==> config.mk <==
export PLATFORM = sky130hd
export DESIGN_NAME = mul_arbiter
export DESIGN_NICKNAME = d
export VERILOG_FILES = /design/src/rtl/mul_arbiter.sv
export SDC_FILE = /design/constraint.sdc
export NUM_CORES = 1
export LEC_CHECK = 0
export ABC_CLOCK_PERIOD_IN_PS = 3400
export BUFFER_PORTS_ARGS = -buffer_cell sky130_fd_sc_hd__buf_2
export CAP_MARGIN = 20
export CORE_UTILIZATION = 50
export DETAILED_ROUTE_END_ITERATION = 7
export GPL_TIMING_DRIVEN = 0
export PLACE_DENSITY = 0.73
export SYNTH_ARGS = -nofsm -noshare
export SYNTH_HDL_FRONTEND = slang
export SYNTH_SLANG_ARGS = --single-unit
==> constraint.sdc <==
create_clock -name clk -period 3.4 [get_ports clk]
set_input_delay 0.34 -clock clk [delete_from_list [all_inputs] [get_ports clk]]
set_output_delay 0.34 -clock clk [all_outputs]
set_load 0.02 [all_outputs]
==> src/rtl/mul_arbiter.sv <==
`default_nettype none
// ============================================================================
// Module      : mul_arbiter
// Description : Two-requester arbiter sharing one combinational N x M array
//               multiplier. Define MUL_ARB_RR_EN for round-robin arbitration;
//               fixed priority (requester 0 wins) otherwise.
// Revision    : 1.0 - initial release
// ============================================================================
module mul_arbiter #(
    parameter int N = 4,
    parameter int M = 4
) (
    input  logic             clk,
    input  logic             rst,
    input  logic             req0,
    input  logic             req1,
    input  logic [N-1:0]     a0,
    input  logic [N-1:0]     a1,
    input  logic [M-1:0]     b0,
    input  logic [M-1:0]     b1,
    output logic             gnt0,
    output logic             gnt1,
    output logic [M+N-1:0]   res,
    output logic             res_id,
    output logic             res_valid,
    input  logic             res_ready,
    output logic [15:0]      ops_done
);

    typedef enum logic [1:0] {
        IDLE = 2'd0,
        MUL  = 2'd1,
        OUT  = 2'd2
    } state_t;

    state_t           r_state;
    state_t           w_state_nxt;
    logic [N-1:0]     r_a;
    logic [M-1:0]     r_b;
    logic             r_id;
    logic [M+N-1:0]   r_res;
    logic             r_res_id;
    logic [15:0]      r_ops_done;
    logic             w_pick1;
    logic             w_gnt0;
    logic             w_gnt1;
    logic [M+N-1:0]   w_pp [M];
    logic [M+N-1:0]   w_prod;

`ifdef MUL_ARB_RR_EN
    logic r_last;

    // On contention, requester 1 wins only if requester 0 was granted last.
    always_comb w_pick1 = req1 && (!req0 || !r_last);

    always_ff @(posedge clk) begin
        if (rst) begin
            r_last <= 1'b1;
        end else if (w_gnt0 || w_gnt1) begin
            r_last <= w_pick1;
        end
    end
`else
    always_comb w_pick1 = req1 && !req0;
`endif

    // Array multiplier: one shifted partial product per bit of B.
    generate
        for (genvar j = 0; j < M; j++) begin : g_pp
            assign w_pp[j] = r_b[j] ? ({{M{1'b0}}, r_a} << j) : '0;
        end
    endgenerate

    always_comb begin
        w_prod = '0;
        for (int j = 0; j < M; j++) begin
            w_prod = w_prod + w_pp[j];
        end
    end

    always_comb begin
        w_state_nxt = r_state;
        w_gnt0      = 1'b0;
        w_gnt1      = 1'b0;
        case (r_state)
            IDLE: begin
                if ((req0 || req1) && !rst) begin
                    w_gnt0      = !w_pick1;
                    w_gnt1      = w_pick1;
                    w_state_nxt = MUL;
                end
            end
            MUL:     w_state_nxt = OUT;
            OUT:     if (res_ready) w_state_nxt = IDLE;
            default: w_state_nxt = IDLE;
        endcase
    end

    always_ff @(posedge clk) begin
        if (rst) begin
            r_state    <= IDLE;
            r_a        <= '0;
            r_b        <= '0;
            r_id       <= 1'b0;
            r_res      <= '0;
            r_res_id   <= 1'b0;
            r_ops_done <= '0;
        end else begin
            r_state <= w_state_nxt;
            if (w_gnt0 || w_gnt1) begin
                r_a  <= w_pick1 ? a1 : a0;
                r_b  <= w_pick1 ? b1 : b0;
                r_id <= w_pick1;
            end
            if (r_state == MUL) begin
                r_res    <= w_prod;
                r_res_id <= r_id;
            end
            if (r_state == OUT && res_ready) begin
                r_ops_done <= r_ops_done + 16'd1;
            end
        end
    end

    assign gnt0      = w_gnt0;
    assign gnt1      = w_gnt1;
    assign res       = r_res;
    assign res_id    = r_res_id;
    assign res_valid = (r_state == OUT) && !rst;
    assign ops_done  = r_ops_done;

endmodule
`default_nettype wire

### Word level (Yosys, flattened, before mapping)

Cells that the tools add are included.

* reduce and logical (&&, ||, !) cells: 11
* equal/unequal tests: 4
* muxes and demuxes: 13
* add/subtract/negate cells: 4

Operators with widths (count)
* $add A16 B1 Y16 const B: 1
* $mux W4: 3
* $add A7 B7 Y8: 1
* $add A6 B6 Y7: 1
* $mux W7: 1
* $add A4 B5 Y6: 1
* $mux W6: 1
* $pmux W2 S3: 1
* $mux W5: 1
* $logic_and A1 B1 Y1: 4
* $mux W1: 4
* $mux W2: 2
* $ne A2 B2 Y1 const B: 2
* $logic_not A1 Y1: 3
* $eq A2 B1 Y1 const B: 1
* $eq A2 B2 Y1 const B: 1
* $logic_not A2 Y1: 1
* $logic_or A1 B1 Y1: 2
* $reduce_and A2 Y1: 1

* logic and storage cells: 39
* register bits: 36
* bits of input ports: 21

### Longest topological paths before layout

* depth in word-level cells: 6
* depth in mapped cells: 10
* depth with buffers taken out: 10

### Worst setup path after synthesis

No wires, ideal clock.

* path kind: reg2reg
* start: register r_b[3]
* end: register r_res[7], in the netlist res[7]
* arrival: 2.562 ns
* library setup time: 0.120 ns
* slack: 0.718 ns
* clock period less this slack: 2.682 ns
* stages on the path, launching flop included: 10
* path buffers: 0
* cells stage by stage: dfxtp_1 and2_1 fa_1 fa_1 ha_1 fa_1 a21o_1 a21oi_1 or4_1 nand3_1

* cells in the longest elaborated chain, start to end: 2

Ends and longest elaborated chain
* from (decl): line 39 `logic [M-1:0] r_b;`
* from (signal assigned): line 112 `r_b <= w_pick1 ? b1 : b0;`
* $mux W7: line 70 `assign w_pp[j] = r_b[j] ? ({{M{1'b0}}, r_a} << j) : '0;`
* $add A7 B7 Y8: line 77 `w_prod = w_prod + w_pp[j];`
* to (signal assigned): line 116 `r_res <= w_prod;`
* to (decl): line 41 `logic [M+N-1:0] r_res;`

Every way passes these cells.
A chain may end at the register's enable or synchronous reset.

### Worst setup path in the final report

Same ends and word-level chain as after synthesis.

==> metrics.txt <==
status completed; die area ~4100 um2; Layout Nets just over 300; Avg Cell Area, Syn 8.95 um2; register area share after synthesis 37.6%; Worst Tran Pin Value 0.498 ns; TritonCTS Buffers 5; Clk pwr share 36.1%; PortBufs 48; Worst-path clk slew 0.07 ns; Peak Freq 0.347 GHz; synth warn 0; post-DR vias/cell 5.30; share of cells above drive strength 1 23.0%; Leak between 1 and 1.5 nW; commonest non-fill, non-tap cell in the layout buf_2; synthesis-stage register bit count 36; power per cell area between 300 and 400 nW/um2; # Max-Cap Violations 0; Syn Nets 251; WL final between 3000 and 4000 um; GPL Wtd Cong between 0.8 and 0.9; Pre-antenna DRT Iters 4; Synth Instances 214; gr ovfl total 0; Fillers 343; antenna viol nets, final 0; unrepaired setup endpoints after global routing no; Int Power between 0.6 and 0.7 mW; synth-to-layout area growth 20.6%; Pins Over Slew Limit 0; Critical Path Start Type flop; Rows 22; WS Path Type reg -> reg; Max Clock Skew 0.00366 ns; met2 global-route usage a little over a third; CTS tree done; initial drt markers 76; final core occ a little over three fifths; GR peak layer met2; critical path endpoint category flop; DR DRC count 0; critical path required time 3.58 ns; vias in the first global route 1,556; Initial Util 52.3%; headroom to the max-slew limit 66.8%; CTS resizes 0; endpoints failing hold 0; critical-path maximum fanout 5; dpl cell area 2210 um2; Boundary Pins 49; clk sinks 36; Die Y 63.9 um; Final Total Pwr 0.870 mW; Worst path max stage delay 0.51 ns; Root Driver clkbuf_8; finished layout cell area between 2000 and 2500 um2; post-synth cell types 38; period utilization 84.6%; Finished Layout Cells 318; Global Route Usage Sum between 20% and 30%; Final min period 2.88 ns; CP max stage cell fa_1; Post-Syn Area 1910 um2; initial antenna violation count 0; critical path, cell by cell and2_1, fa_1, fa_1, ha_1, fa_1, a21o_1, a21oi_1, or4_1, nand3_1; met1 Use GR between 20% and 30%; wire length per cell between 10 and 15 um; Reg power frac 52.3%; Max Root-Sink Buffers 2; arrival time worst endpoint between 3 and 4 ns; Placed Instances 310; maximum vdd drop 0.305 mV; Comb pwr share about an eighth; via count roughly 1,700; worst hold path class in -> reg; first-pass GRT wire length 6870 um; post-CTS setup buffers 0; most frequent cells in the layout 50 x buf_2, 36 x dfxtp_1, 21 x nor2_1, 20 x nand2_1, 15 x a21oi_1; number of diodes 0; met3 usage 4.46%; switching power 0.225 mW; Worst-Skew Late Latency 0.28 ns; Switching Fraction 25.9%; CTS HTree Levels 2; dpl hpwl approximately 3000 um; core area 3660 um2; Finish-stage setup viols 0; CP dominant cell by count fa_1; Die Wd 63.9 um; largest net degree at the start of global routing 12; Post-CTS Hold Buffers 0; setup TNS 0 ns
worst max-delay path: cells and delay by family (launching register included):
family,cells,cell delay [ns]
flops,1,0.35
compound gates,2,0.37
fa+ha+maj,4,1.66
simple gates,3,0.38
final cells by class:
| type | count | area [um2] | share of cell area (%) |
|---|---|---|---|
| Timing Repair Buffer | 48 | 240 | 10.4 |
| Tap cell | 48 | 60.1 | 2.60 |
| Buffer | 12 | 58.8 | 2.55 |
| Clock inverter | 1 | 7.51 | 0.325 |
| Clock buffer | 7 | 86.3 | 3.74 |
| Sequential cell | 36 | 721 | 31.2 |
| Multi-Input combinational cell | 161 | 1120 | 48.3 |
| Inverter | 5 | 18.8 | 0.813 |
synthesized netlist by cell type (all sizes together):
cell    instances  area (um2)
mux2i          10         100
and2           10        62.6
dfxtp          36         721
nand3b          3        22.5
nand4b          2        17.5
ha             11         138
a21oi          15        75.1
fa              5         100
inv             5        18.8
and3            1        6.26
xor2            5        43.8
nor2           21        78.8
clkbuf          8        30.0
o31ai           1        7.51
and4            2        17.5
buf             4        28.8
or3             5        31.3
mux2            1        11.3
o21ai           5        25.0
nor3b           1        7.51
nand3           9        45.0
nand2b          1        6.26
xnor2           4        35.0
and4b           1        10.0
a211oi          9        67.6
a21o            2        15.0
nand2          21        81.3
nor3            1        5.00
or3b            1        8.76
or4             3        22.5
nor4            3        25.0
or2             1        6.26
nand4           3        18.8
nor2b           4        25.0
power groups by stage:
stage               clock [mW]  combinational [mW]  sequential, mW
finish                   0.314               0.101           0.455
global placement             0              0.0993           0.463
CTS                      0.321               0.103           0.454
floorplan                    0              0.0654           0.462
detailed placement           0               0.102           0.464
global route             0.340               0.114           0.456
registers in the layout, indices dropped and copies added, names as in the netlist:
| signal | flops |
|---|---|
| r_b | 4 |
| res_id | 1 |
| ops_done | 16 |
| r_id | 1 |
| r_state | 2 |
| r_a | 4 |
| res | 8 |
per-stage QoR:
| stage | worst slack, ns | hold slack (ns) |
|---|---|---|
| detailed placement | 0.538 | 0.452 |
| global route | 0.425 | 0.353 |
| finish | 0.522 | 0.353 |
| CTS | 0.520 | 0.342 |
| floorplan | 0.718 | 0.431 |
| global placement | 0.595 | 0.442 |
cell families after synthesis:
kind of cell / share of synthesized area (%)
buf+inv: 4.05
fa+ha+maj: 12.4
compound gates: 9.93
simple gates: 26.0
flops: 37.6
xor+xnor: 4.12
mux: 5.82
per-layer routing:
metal / share of wire, % / up-vias / wire length [um]
met2: 46 / 49 / 1860
met5: 0 / - / 0
met4: 1.4 / 0 / 57
met1: 48 / 774 / 1900
met3: 4.4 / 7 / 174
li1: - / 854 / -
final timing paths:
path / startpoint / to / cells past startpoint / slack (ns)
setup / recovery: r_b[3] / res[7] / 9 / 0.52
hold / removal: res_ready / r_state[1] / 3 / 0.35
setup reg to reg: r_b[3] / res[7] / 9 / 0.52
hold reg to reg: res[3] / res[3] / 2 / 0.46
(Power assumes the default switching activity.)
